`src/rtl/rec2pol_pkg.sv`:
```
// Shared constants for the iterative sequencer: FSM state encoding and default sizing.
package rec2pol_pkg;

  // Default iterations per operation and matching iteration-index width.
  localparam int unsigned DefaultNIter = 16;
  localparam int unsigned DefaultIterW = 6;

  // Sequencer state encoding.
  localparam logic [1:0] StIdle = 2'd0;
  localparam logic [1:0] StRun  = 2'd1;
  localparam logic [1:0] StDone = 2'd2;

endpackage

```
`src/rtl/iter_counter.sv`:
```
// Iteration counter: synchronous clear, increment, terminal-count flag at N_ITER-1.
// The count never leaves the range 0..N_ITER-1.
module iter_counter
  import rec2pol_pkg::*;
#(
  parameter int unsigned N_ITER = DefaultNIter,
  parameter int unsigned ITER_W = DefaultIterW
) (
  input  logic              clock,
  input  logic              reset,
  input  logic              clear,
  input  logic              incr,
  output logic [ITER_W-1:0] count,
  output logic              tc
);

  localparam logic [ITER_W-1:0] LastIdx = ITER_W'(N_ITER - 1);

  logic [ITER_W-1:0] count_q;
  logic [ITER_W-1:0] count_d;

  // Next count: clear wins; incrementing from the terminal value returns to 0 instead of wrapping
  // through unused codes.
  always_comb begin
    count_d = count_q;
    if (clear) begin
      count_d = '0;
    end else if (incr) begin
      if (count_q == LastIdx) begin
        count_d = '0;
      end else begin
        count_d = count_q + 1'b1;
      end
    end
  end

  // Count register with asynchronous reset.
  always_ff @(posedge clock or posedge reset) begin
    if (reset) begin
      count_q <= '0;
    end else begin
      count_q <= count_d;
    end
  end

  assign count = count_q;
  assign tc    = (count_q == LastIdx);

endmodule

```
`src/rtl/iter_seq_control.sv`:
```
// Iterative-operation sequencer: IDLE -> RUN (N_ITER cycles) -> DONE (1 cycle), with a
// one-deep start queue, overrun reporting and abort.
module iter_seq_control
  import rec2pol_pkg::*;
#(
  parameter int unsigned N_ITER = DefaultNIter,
  parameter int unsigned ITER_W = DefaultIterW
) (
  input  logic              clock,
  input  logic              reset,
  input  logic              start,
  input  logic              abort,
  output logic              load,
  output logic              enable,
  output logic [ITER_W-1:0] iter,
  output logic              last,
  output logic              done,
  output logic              busy,
  output logic              pending,
  output logic              overrun
);

  logic [1:0] state_q;
  logic [1:0] state_d;
  logic       pending_q;
  logic       pending_d;
  logic       overrun_q;
  logic       overrun_d;

  logic       cnt_clear;
  logic       cnt_incr;
  logic       cnt_tc;
  logic       load_raw;
  logic       done_raw;

  iter_counter #(
    .N_ITER (N_ITER),
    .ITER_W (ITER_W)
  ) u_iter_counter (
    .clock (clock),
    .reset (reset),
    .clear (cnt_clear),
    .incr  (cnt_incr),
    .count (iter),
    .tc    (cnt_tc)
  );

  // Next-state, queue and strobe decode. Abort takes priority over start everywhere.
  always_comb begin
    state_d   = state_q;
    pending_d = pending_q;
    overrun_d = 1'b0;
    load_raw  = 1'b0;
    done_raw  = 1'b0;
    cnt_clear = 1'b0;
    cnt_incr  = 1'b0;
    unique case (state_q)
      StIdle: begin
        if (start && !abort) begin
          load_raw  = 1'b1;
          state_d   = StRun;
          cnt_clear = 1'b1;
        end
      end
      StRun: begin
        if (abort) begin
          state_d   = StIdle;
          pending_d = 1'b0;
          cnt_clear = 1'b1;
        end else begin
          if (cnt_tc) begin
            state_d   = StDone;
            cnt_clear = 1'b1;
          end else begin
            cnt_incr = 1'b1;
          end
          // One start may be queued; a second one while queued is dropped and reported.
          if (start) begin
            if (pending_q) begin
              overrun_d = 1'b1;
            end else begin
              pending_d = 1'b1;
            end
          end
        end
      end
      StDone: begin
        cnt_clear = 1'b1;
        if (abort) begin
          state_d   = StIdle;
          pending_d = 1'b0;
        end else begin
          done_raw = 1'b1;
          if (pending_q || start) begin
            // Back-to-back launch; a fresh start alongside a queued one stays queued.
            load_raw  = 1'b1;
            state_d   = StRun;
            pending_d = pending_q && start;
          end else begin
            state_d = StIdle;
          end
        end
      end
      default: begin
        state_d   = StIdle;
        pending_d = 1'b0;
        cnt_clear = 1'b1;
      end
    endcase
  end

  // State, queue flag and overrun strobe registers with asynchronous reset.
  always_ff @(posedge clock or posedge reset) begin
    if (reset) begin
      state_q   <= StIdle;
      pending_q <= 1'b0;
      overrun_q <= 1'b0;
    end else begin
      state_q   <= state_d;
      pending_q <= pending_d;
      overrun_q <= overrun_d;
    end
  end

  // Output decode. Reset forces IDLE, but load would still follow start in IDLE, so it is
  // gated directly to stay low while reset is held.
  always_comb begin
    enable  = (state_q == StRun);
    last    = (state_q == StRun) && cnt_tc;
    busy    = (state_q != StIdle);
    load    = load_raw && !reset;
    done    = done_raw;
    pending = pending_q;
    overrun = overrun_q;
  end

endmodule

```
`config.mk`:
```
export PLATFORM = sky130hd
export DESIGN_NAME = iter_seq_control
export DESIGN_NICKNAME = d
export VERILOG_FILES = /design/src/rtl/rec2pol_pkg.sv /design/src/rtl/iter_counter.sv /design/src/rtl/iter_seq_control.sv
export SDC_FILE = /design/constraint.sdc
export NUM_CORES = 1
export LEC_CHECK = 0
export ABC_AREA = 1
export BUFFER_PORTS_ARGS = -buffer_cell sky130_fd_sc_hd__buf_2
export CORE_AREA = 4 4 43 45
export DETAILED_ROUTE_END_ITERATION = 8
export DIE_AREA = 0 0 47 49
export HOLD_SLACK_MARGIN = 0.1
export PLACE_DENSITY = 0.73
export SLEW_MARGIN = 20
export SYNTH_ARGS = -nofsm -noshare
export SYNTH_HDL_FRONTEND = slang
export SYNTH_HIERARCHICAL = 1
export SYNTH_SLANG_ARGS = --single-unit
```
`constraint.sdc`:
```
create_clock -name clock -period 1.9 [get_ports clock]
set_input_delay 0.095 -clock clock [delete_from_list [all_inputs] [get_ports clock]]
set_output_delay 0.095 -clock clock [all_outputs]
set_load 0.02 [all_outputs]
```
==> results of run 1 <==
## flip-flops by register name (all words and copies together) (netlist names)
signal	cells
overrun	1
pending	1
state_q	2
u_iter_counter/count	6
## power groups by stage
stage / clock, mW / combinational (mW) / sequential, mW
3_3_place_gp: 0 / 0.555 / 0.298
3_5_place_dp: 0 / 0.573 / 0.301
6_report: 0.139 / 0.582 / 0.298
4_1_cts: 0.143 / 0.574 / 0.298
5_1_grt: 0.149 / 0.653 / 0.302
2_1_floorplan: 0 / 0.395 / 0.324
## cell type report
class                           instances  area (sq um)  share of cell area [%]
Clock buffer                            3         22.52                   2.609
Multi-Input combinational cell         68         401.6                   46.52
Sequential cell                        10         250.2                   28.99
Timing Repair Buffer                   18         97.59                   11.30
Inverter                               19         71.32                   8.261
Tap cell                               16         20.02                   2.319
## worst max-delay path, cell delays in order, from the launching register on
cell     delay, ps
dfrtp_1        420
ha_2           200
nand3_1        110
nor2_2          60
nor2_1         110
nand2_2        100
o21ai_2         80
nand2_2        110
nor2_4         170
inv_2           70
nand3_1         80
nand2_1         50
nor2_1          90
## repair_timing
action / CTS / global route
setup endpoints to repair: 0 / 6
endpoints found under the hold margin: 10 / 0
resized for setup: 0 / 4
hold buffers: 1 / 0
## cell usage in the layout, fill, tap and decap left out
cell,count
nand2_1,21
inv_1,16
buf_2,16
dfrtp_1,10
nor2_1,9
nand3_1,5
nor2_2,4
a21oi_1,4
nand2_2,4
ha_1,4
inv_2,3
o21ai_1,3
clkbuf_4,3
o21ai_2,2
o21ai_0,2
nor2_4,2
nand4_1,1
nand2_4,1
and3b_1,1
dlygate4sd3_1,1
buf_4,1
a22o_2,1
nand3_2,1
o21bai_1,1
mux2i_1,1
ha_2,1
## cell families after synthesis
group	after synthesis
fa+ha+maj	5
simple gates	49
buf+inv	19
mux	1
flops	10
compound gates	13
## metrics by stage
| step | total power, mW | setup WS, ps | util [%] | hold WS [ps] | std cells |
|---|---|---|---|---|---|
| CTS | 1.015 | 49.24 | 57.91 | 206.6 | 134 |
| detailed placement | 0.8737 | 64.88 | 55.70 | 13.34 | 130 |
| global placement | 0.8531 | 98.89 | 55.70 | 14.35 | 130 |
| finish | 1.019 | 182.0 | 58.67 | 215.4 | 134 |
| global route | 1.103 | 30.08 | 58.67 | 228.9 | 134 |
| floorplan | 0.7191 | 79.05 | - | -138.9 | 97 |
## worst min path at each step
stage | from | end | slack [ps] | cells past startpoint
finish | abort | state_q[1]$_DFFE_PP0P_ | 220 | 4
global route | abort | state_q[1]$_DFFE_PP0P_ | 230 | 4
floorplan | reset | overrun$_DFF_PP0_ | -140 | 1
detailed placement | reset | pending$_DFFE_PP0P_ | 10 | 2
CTS | abort | state_q[1]$_DFFE_PP0P_ | 210 | 4
global placement | reset | pending$_DFFE_PP0P_ | 10 | 2
## per-layer routing
layer  up-vias  part of all wire, %  wire [microns]
met5         -                    0               0
met4         0                  1.9              27
met3         2                  4.2              61
met2        13                   47             681
met1       300                   47             677
li1        348                    -               -
==> qor.txt, run 1 <==
outcome = completed
Pleak = 0.4795 nW
first-pass GRT wire length = 2401 microns
Max Cap Violations = 0
Post-Synth Simple-Gate Area = 33.92%
hold crit path type = in -> reg
Max IR drop VDD = 0.6466 mV
antenna-violating nets left = 0
drt pass-1 iters = 4
Max Fclk = 0.5821 GHz
RSZ-0062 raised after global routing = no
area of the core = 1471 sq um
port buffer count = 16
critical path peak fanout = 6
crit path from = u_iter_counter/count[1]$_DFFE_PP0P_
Worst R2R Path Depth = 12
Final GP Congestion = 0.8424
post-synth cell types = 21
Final Max Slew Viols = 0
Mapped Area = 711.9 sq um
Worst-Margin Slew = 298.8 ps
Die Footprint = 2303 sq um
vias in the first global route = 595
Layout area overhead = 21.27%
Compound-Gate Fraction of Synth Area = 10.72%
Total GRT Usage = 14.34%
fin crit period = 1718 ps
Net Sw Frac = 48.59%
final setup vio count = 0
Clock Sinks = 10
TritonCTS buffer count = 3
prevailing post-synth register cell = dfrtp_1
combinational power share = 57.2%
crit end category = flip-flop
Post-synth top cells = nand2_1 (22), inv_1 (16), dfrtp_1 (10), nor2_1 (10)
gr ovfl total = 0
critical path class = reg -> reg
Post-Synth Adder-Cell Area = 8.787%
initial antenna violation count = 0
R2R Path Start = u_iter_counter/count[1]$_DFFE_PP0P_
DP Wirelength = 1187 microns
Flop pwr share = 29.2%
largest net degree at the start of global routing = 8
PD cells = 1180 nW/um^2
Final Hold Vio Count = 0
Tcrit/Tclk final = 90.42%
GR Layer Usage met2 = 21.49%
# nets final = 129
register area share after synthesis = 35.15%
xor and xnor area share after synthesis = 0%
clock power share = 13.6%
internal power = 0.5236 mW
worst setup path end = u_iter_counter/count[4]$_DFFE_PP0P_
Critical R2R Capture = u_iter_counter/count[4]$_DFFE_PP0P_
Final Instance Area = 863.3 sq um
Final TNS setup = 0 ps
post-CTS setup repair buffer count = 0
Arrival @ worst endpoint = 1910 ps
CTS max path bufs = 2
Starting Density = 48.38%
root buffer cell = clkbuf_4
WP data required = 2090 ps
dpl cell area = 819.5 sq um
wire length per cell = 10.81 microns
DR vias/cell = 4.948
ys async rst share = 100.0%
Residual DRC = 0
GR peak layer = met2
Synth warnings = 6
Worst slew margin = 79.87%
Yosys reg bits = 10
top-count cell post-synth = nand2_1
synthesized area per cell = 7.340 sq um
Synth area leader = dfrtp_1
worst reg2reg setup slack = 180 ps
CTS tree = built
Post-synth EDFFs = 0
CP Launch Type = flip-flop
worst-skew pair later-pin latency = 260 ps
WL final = 1448 microns
ranking of synthesized cells by area = dfrtp_1 (35%), nand2_1 (12%), ha_1 (8.8%), inv_1 (8.4%), nor2_1 (5.3%)
Chip Height = 49 microns
net count after synthesis = 106
largest family of logic cells by synthesized area = simple AND/OR/NAND/NOR gates
met1 GRT Util = 17.79%
Ports = 17
cell count after synthesis = 97
layout cell share with drive strength beyond 1 = 33.05%
final setup skew = 2.696 ps
diode count = 0
H-Tree Depth = 1
vias = 663
register clock-pin slew on the reported worst setup and hold paths = 60 ps
Sw Pwr = 0.4949 mW
met3 Usage GRT = 2.583%
mux contribution to synthesized area = 1.406%
Placement Rows = 14
# fillers = 154
initial DRC count = 18
Die X = 47 microns
share of the synthesized area in the top cell type = 35.15%
No activity file was read; power rests on OpenSTA's default activity.
==> inputs of run 2 (changes only) <==
--- a/config.mk
+++ b/config.mk
@@ -7,11 +7,11 @@
 export LEC_CHECK = 0
 export ABC_AREA = 1
 export BUFFER_PORTS_ARGS = -buffer_cell sky130_fd_sc_hd__buf_2
-export CORE_AREA = 4 4 43 45
+export CORE_AREA = 4 4 44 46
 export DETAILED_ROUTE_END_ITERATION = 8
-export DIE_AREA = 0 0 47 49
+export DIE_AREA = 0 0 48 50
 export HOLD_SLACK_MARGIN = 0.1
-export PLACE_DENSITY = 0.73
+export PLACE_DENSITY = 0.7
 export SLEW_MARGIN = 20
 export SYNTH_ARGS = -nofsm -noshare
 export SYNTH_HDL_FRONTEND = slang
==> run 2 against run 1 <==
  * Fmax decreased by 0.99%
  * Global-route usage rose by 0.51 points
  * Final cell count is 2.2% higher
  * Register-to-register slack worse by 20 ps
  * Core utilization about the same
  * Worst hold slack better by 3.9 ps
  * Count of clock-buffer cells in the layout did not move
  * Flip-flop and latch count unchanged
  * Clock skew shrank 1.0 ps
  * Setup slack worse by 17 ps
  * Sequential share of layout area shrank 0.66 points
  * Non-clock buffer count is 3 higher
  * Largest power group unchanged
==> qor.txt, run 2 (same netlist as run 1, synthesis figures left out) <==
outcome = completed (unchanged)
Max Fclk = 0.5763 GHz (was 0.5821 GHz)
initial DRC count = 14 (was 18)
RSZ-0062 raised after global routing = no (unchanged)
CTS tree = built (unchanged)
Most common cell on crit path = nor2_1
register clock-pin slew on the reported worst setup and hold paths = 60 ps (about the same)
Die Footprint = 2400 sq um (was 2303 sq um)
critical path's slowest cell = dfrtp_1 (unchanged)
R2R Path Start = u_iter_counter/count[1]$_DFFE_PP0P_ (unchanged)
initial antenna violation count = 0 (unchanged)
TritonCTS buffer count = 3 (unchanged)
Largest register FFs = 6 (unchanged)
Layout area overhead = 24.08% (was 21.27%)
vias = 686 (was 663)
worst setup path end = u_iter_counter/count[4]$_DFFE_PP0P_ (unchanged)
Arrival @ worst endpoint = 1930 ps (was 1910 ps)
Ports = 17 (unchanged)
placed instance count = 131 (was 130)
Total GRT Usage = 14.85% (was 14.34%)
most frequent cells in the layout = nand2_1 (21), inv_1 (16), buf_2 (16) (unchanged)
wire length per cell = 11.32 microns (was 10.81 microns)
critical path peak fanout = 6 (unchanged)
layout cell share with drive strength beyond 1 = 33.88% (was 33.05%)
Final Max Slew Viols = 0 (unchanged)
Worst R2R Path Depth = 12 (unchanged)
DP Wirelength = 1188 microns (was 1187 microns)
final setup vio count = 0 (unchanged)
Max Cap Violations = 0 (unchanged)
vias in the first global route = 585 (was 595)
# fillers = 137 (was 154)
Pleak = 0.4953 nW (was 0.4795 nW)
crit end category = flip-flop (unchanged)
CTS max path bufs = 2 (unchanged)
Clock Sinks = 10 (unchanged)
Placement Rows = 14 (unchanged)
final setup skew = 1.669 ps (was 2.696 ps)
worst hold start = abort (unchanged)
H-Tree Depth = 1 (unchanged)
worst-path cell chain = ha_2, nand3_1, nor2_1, nor2_1, nand2_2, o21ai_2, nand2_2, nor2_4, inv_2, nand3_1, nand2_1, nor2_1 (was ha_2, nand3_1, nor2_2, nor2_1, nand2_2, o21ai_2, nand2_2, nor2_4, inv_2, nand3_1, nand2_1, nor2_1)
worst reg2reg setup slack = 160 ps (was 180 ps)
crit path from = u_iter_counter/count[1]$_DFFE_PP0P_ (unchanged)
WL final = 1551 microns (was 1448 microns)
most common cell after layout, fill and taps aside = nand2_1 (unchanged)
PD cells = 1207 nW/um^2 (was 1180 nW/um^2)
# nets final = 132 (was 129)
max incr delay on CP = 420 ps (about the same)
Critical R2R Capture = u_iter_counter/count[4]$_DFFE_PP0P_ (unchanged)
largest net degree at the start of global routing = 8 (unchanged)
drt pass-1 iters = 4 (unchanged)
Tcrit/Tclk final = 91.32% (was 90.42%)
Residual DRC = 0 (unchanged)
critical path class = reg -> reg (unchanged)
diode count = 0 (unchanged)
hold crit path type = in -> reg (unchanged)
Final GP Congestion = 0.8063 (was 0.8424)
Worst slew margin = 80.66% (was 79.87%)
antenna-violating nets left = 0 (unchanged)
Final TNS setup = 0 ps (unchanged)
Final Non-Filler Cells = 137 (was 134)
port buffer count = 16 (unchanged)
gr ovfl total = 0 (unchanged)
CP Launch Type = flip-flop (unchanged)
Die X = 48 microns (was 47 microns)
Max IR drop VDD = 0.6776 mV (was 0.6466 mV)
WP data required = 2090 ps (about the same)
area of the core = 1506 sq um (was 1471 sq um)
Chip Height = 50 microns (was 49 microns)
fin crit period = 1735 ps (was 1718 ps)
first-pass GRT wire length = 2566 microns (was 2401 microns)
worst-skew pair later-pin latency = 260 ps (about the same)
DR vias/cell = 5.007 (was 4.948)
root buffer cell = clkbuf_4 (unchanged)
Worst-Margin Slew = 290.1 ps (was 298.8 ps)
multi-input combinational cell area = 399.1 sq um (was 401.6 sq um)
Final Hold Vio Count = 0 (unchanged)
final core occ = 58.64% (was 58.67%)
Sequential Area = 250.2 sq um (unchanged)
Starting Density = 47.26% (was 48.38%)
## run 2: changes by cell type in the layout (fill, tap and decap cells not counted), sizes merged
cell / previous run / this run
buf: 17 / 20
## run 2: routing by layer
| metal | wire length, microns | GRT usage, % | vias to the layer above |
|---|---|---|---|
| met1 | 705 | 18.50 | 316 |
| met5 | 0 | 0 | - |
| met4 | 12 | 6.726 | 0 |
| met3 | 88 | 3.636 | 2 |
| met2 | 745 | 23.13 | 18 |
| li1 | - | - | 350 |
## run 2: worst min path at each step
| stage | end | slack [ps] | cells after the start |
|---|---|---|---|
| floorplan | overrun$_DFF_PP0_ | -140 | 1 |
| global placement | pending$_DFFE_PP0P_ | 10 | 2 |
| detailed placement | pending$_DFFE_PP0P_ | 10 | 2 |
| CTS | state_q[1]$_DFFE_PP0P_ | 210 | 4 |
| global route | state_q[1]$_DFFE_PP0P_ | 240 | 4 |
| finish | state_q[1]$_DFFE_PP0P_ | 220 | 4 |
## run 2: repair_timing
item,in CTS,in global routing
buffers inserted,0,2
hold buffers,1,0
setup endpoints to repair,0,6
endpoints found under the hold margin,10,0
resized for setup,0,3
## run 2: power breakdown
| group | leakage, nW | switching [mW] | internal [mW] |
|---|---|---|---|
| logic | 0.345 | 0.397 | 0.233 |
| clock network | 0.0138 | 0.0686 | 0.0730 |
| registers | 0.137 | 0.0422 | 0.252 |
## run 2: area by class of cell
cell class,instances,area share (%)
Clock buffer,3,2.550
Multi-Input combinational cell,68,45.18
Tap cell,16,2.266
Sequential cell,10,28.33
Inverter,19,8.074
Timing Repair Buffer,21,13.60
## run 2: through the flow
step	area (sq um)	setup slack, ps	hold WS (ps)	power (mW)
2_1_floorplan	711.9	79.05	-138.9	0.7191
3_3_place_gp	827.0	80.90	12.93	0.8559
3_5_place_dp	827.0	48.36	14.52	0.8699
4_1_cts	859.6	29.83	213.1	1.016
5_1_grt	883.3	16.95	241.5	1.167
6_report	883.3	164.9	219.3	1.066
## run 2: worst max-delay path: cells and delay by family, from the launching register on
family                   cells  cell delay [ps]
AND/OR/NAND/NOR              9              900
flip-flops                   1              420
adder cells (fa/ha/maj)      1              200
AO/OA/AOI/OAI                1               90
buffers and inverters        1               60
==> inputs of run 3 (changes only) <==
--- a/config.mk
+++ b/config.mk
@@ -5,13 +5,14 @@
 export SDC_FILE = /design/constraint.sdc
 export NUM_CORES = 1
 export LEC_CHECK = 0
-export ABC_AREA = 1
 export BUFFER_PORTS_ARGS = -buffer_cell sky130_fd_sc_hd__buf_2
-export CORE_AREA = 4 4 44 46
+export CELL_PAD_IN_SITES_DETAIL_PLACEMENT = 0
+export CELL_PAD_IN_SITES_GLOBAL_PLACEMENT = 1
+export CORE_AREA = 4 4 48 50
 export DETAILED_ROUTE_END_ITERATION = 8
-export DIE_AREA = 0 0 48 50
+export DIE_AREA = 0 0 52 54
 export HOLD_SLACK_MARGIN = 0.1
-export PLACE_DENSITY = 0.7
+export PLACE_DENSITY = 0.72
 export SLEW_MARGIN = 20
 export SYNTH_ARGS = -nofsm -noshare
 export SYNTH_HDL_FRONTEND = slang
==> run 3 against run 2 <==
  * Fmax down 0.81%
  * Final area up 0.71%
  * Clock power up 35%
  * Wire length down 1.2%
  * Die area up 17%
  * Sequential share of layout area up 0.082 points
  * Largest cell class unchanged
  * Sequential power down 3%
  * Critical path depth down 5
  * Count of clock-buffer cells in the layout up 1
==> qor.txt, run 3 <==
outcome = completed (unchanged)
Total GRT Usage = 12.85% (was 14.85%)
Pleak = 0.4102 nW (was 0.4953 nW)
wire length per cell = 12.35 microns (was 11.32 microns)
crit end category = flip-flop (unchanged)
vias = 614 (was 686)
initial antenna violation count = 0 (unchanged)
WL final = 1532 microns (was 1551 microns)
DR vias/cell = 4.952 (was 5.007)
synthesized area per cell = 9.193 sq um (was 7.340 sq um)
fin crit period = 1749 ps (was 1735 ps)
Synth area leader = dfrtp_1 (unchanged)
gr ovfl total = 0 (unchanged)
vias in the first global route = 588 (was 585)
diode count = 0 (unchanged)
register area share after synthesis = 37.81% (was 35.15%)
first-pass GRT wire length = 2642 microns (was 2566 microns)
DP Wirelength = 1160 microns (was 1188 microns)
Final Max Slew Viols = 0 (unchanged)
Final Hold Vio Count = 0 (unchanged)
most frequent cells in the layout = buf_2 (16), dfrtp_1 (8), nor2_1 (7) (was nand2_1 (21), inv_1 (16), buf_2 (16))
initial DRC count = 15 (was 14)
area of the core = 1902 sq um (was 1506 sq um)
# nets final = 107 (was 132)
Largest register FFs = 6 (unchanged)
Synth warnings = 6 (unchanged)
Worst-Margin Slew = 323.1 ps (was 290.1 ps)
largest net degree at the start of global routing = 10 (was 8)
Final Non-Filler Cells = 124 (was 137)
most common cell after layout, fill and taps aside = buf_2 (was nand2_1)
ranking of synthesized cells by area = dfrtp_1 (38%), ha_1 (9.5%), inv_1 (4.0%), nor2_1 (4.0%), buf_6 (3.4%) (was dfrtp_1 (35%), nand2_1 (12%), ha_1 (8.8%), inv_1 (8.4%), nor2_1 (5.3%))
Residual DRC = 0 (unchanged)
Max IR drop VDD = 0.5396 mV (was 0.6776 mV)
CP Launch Type = flip-flop (unchanged)
cell count after synthesis = 72 (was 97)
layout cell share with drive strength beyond 1 = 37.11% (was 33.88%)
placed instance count = 118 (was 131)
net count after synthesis = 81 (was 106)
hold crit path type = in -> reg (unchanged)
Worst slew margin = 78.18% (was 80.66%)
Tcrit/Tclk final = 92.07% (was 91.32%)
Chip Height = 54 microns (was 50 microns)
worst-skew pair later-pin latency = 260 ps (about the same)
hold_ws = 119.8 ps (was 219.3 ps)
Max Cap Violations = 0 (unchanged)
Final WS setup = 150.7 ps (was 164.9 ps)
Final TNS setup = 0 ps (unchanged)
Max Fclk = 0.5717 GHz (was 0.5763 GHz)
port buffer count = 16 (unchanged)
Die X = 52 microns (was 48 microns)
Clock Sinks = 10 (unchanged)
Die Footprint = 2808 sq um (was 2400 sq um)
pre-CTS setup slack = 47.58 ps (was 48.36 ps)
Mapped Area = 661.9 sq um (was 711.9 sq um)
ys async rst share = 100.0% (unchanged)
TritonCTS buffer count = 3 (unchanged)
H-Tree Depth = 1 (unchanged)
prevailing post-synth register cell = dfrtp_1 (unchanged)
Final GP Congestion = 0.7516 (was 0.8063)
CTS tree = built (unchanged)
Yosys reg bits = 10 (unchanged)
drt pass-1 iters = 4 (unchanged)
Starting Density = 34.80% (was 47.26%)
share of the synthesized area in the top cell type = 37.81% (was 35.15%)
CTS max path bufs = 2 (unchanged)
final setup vio count = 0 (unchanged)
Arrival @ worst endpoint = 1940 ps (was 1930 ps)
root buffer cell = clkbuf_4 (unchanged)
WP data required = 2090 ps (about the same)
top-count cell post-synth = dfrtp_1 (was nand2_1)
Post-synth top cells = dfrtp_1 (10), inv_1 (7), nor2_1 (7) (was nand2_1 (22), inv_1 (16), dfrtp_1 (10), nor2_1 (10))
Placement Rows = 16 (was 14)
Ports = 17 (unchanged)
final setup skew = 3.290 ps (was 1.669 ps)
register clock-pin slew on the reported worst setup and hold paths = 70 ps (was 60 ps)
Post-synth EDFFs = 0 (unchanged)
antenna-violating nets left = 0 (unchanged)
RSZ-0062 raised after global routing = no (unchanged)
PD cells = 1107 nW/um^2 (was 1207 nW/um^2)
critical path peak fanout = 6 (unchanged)
critical path class = reg -> reg (unchanged)
Layout area overhead = 34.40% (was 24.08%)
post-synth cell types = 31 (was 21)
-- run 3: repair_timing --
action | in CTS | in global routing
hold endpoints to repair | 10 | 0
resized for setup | 0 | 4
buffers inserted | 0 | 1
hold buffers | 1 | 0
endpoints found under the setup margin | 0 | 5
-- run 3: cell type report --
type | instances | area (sq um)
sequential | 10 | 252.7
timing repair buffer | 23 | 135.1
fill | 182 | 1012
multi-input combinational | 53 | 405.4
inverter | 7 | 26.28
clock buffer | 4 | 36.28
tap | 27 | 33.78
-- run 3: cell families (layout without fill, tap and decap cells) --
family | count (synthesis) | in the layout | synth area share, %
mux | 1 | 1 | 1.512
simple gates | 26 | 26 | 21.55
flops | 10 | 10 | 37.81
buf+inv | 9 | 34 | 7.373
compound gates | 20 | 20 | 20.98
fa+ha+maj | 5 | 5 | 9.452
xor+xnor | 1 | 1 | 1.323
-- run 3: metrics by stage --
step / instance area, sq um / total power [mW] / util, %
floorplan: 685.7 / 0.6214 / -
detailed placement: 814.5 / 0.7727 / 42.83
global placement: 814.5 / 0.7726 / 42.83
CTS: 860.8 / 0.9713 / 45.26
finish: 889.6 / 0.9844 / 46.78
global route: 889.6 / 1.075 / 46.78
-- run 3: power breakdown --
group | internal (mW) | switching [mW]
combinational | 0.222 | 0.285
sequential | 0.252 | 0.0351
clock | 0.116 | 0.0744
-- run 3: per-layer routing --
layer | global-route usage (%) | share of wire, % | vias to the layer above
met5 | 0 | 0 | -
met4 | 3.930 | 0.65 | 0
met3 | 5.263 | 5.3 | 2
met2 | 19.46 | 47 | 14
met1 | 16.61 | 47 | 282
li1 | - | - | 316
-- run 3: final timing paths --
| kind | endpoint | slack (ps) | startpoint | cells after the start |
|---|---|---|---|---|
| max | u_iter_counter/count[4]$_DFFE_PP0P_ | 150 | u_iter_counter/count[0]$_DFFE_PP0P_ | 7 |
| min | overrun$_DFF_PP0_ | 120 | start | 3 |
| max reg2reg | u_iter_counter/count[4]$_DFFE_PP0P_ | 150 | u_iter_counter/count[0]$_DFFE_PP0P_ | 7 |
| min reg2reg | overrun$_DFF_PP0_ | 560 | pending$_DFFE_PP0P_ | 2 |
| max in group asynchronous | u_iter_counter/count[1]$_DFFE_PP0P_ | 1370 | reset | 3 |
| min in group asynchronous | pending$_DFFE_PP0P_ | 280 | reset | 3 |
-- run 3: critical path, stage by stage (launching register included) --
cell	delay, ps
dfrtp_2	430
ha_4	170
inv_2	70
nor4_4	60
nor3b_4	300
nand4_1	150
or3b_1	360
a21oi_1	130
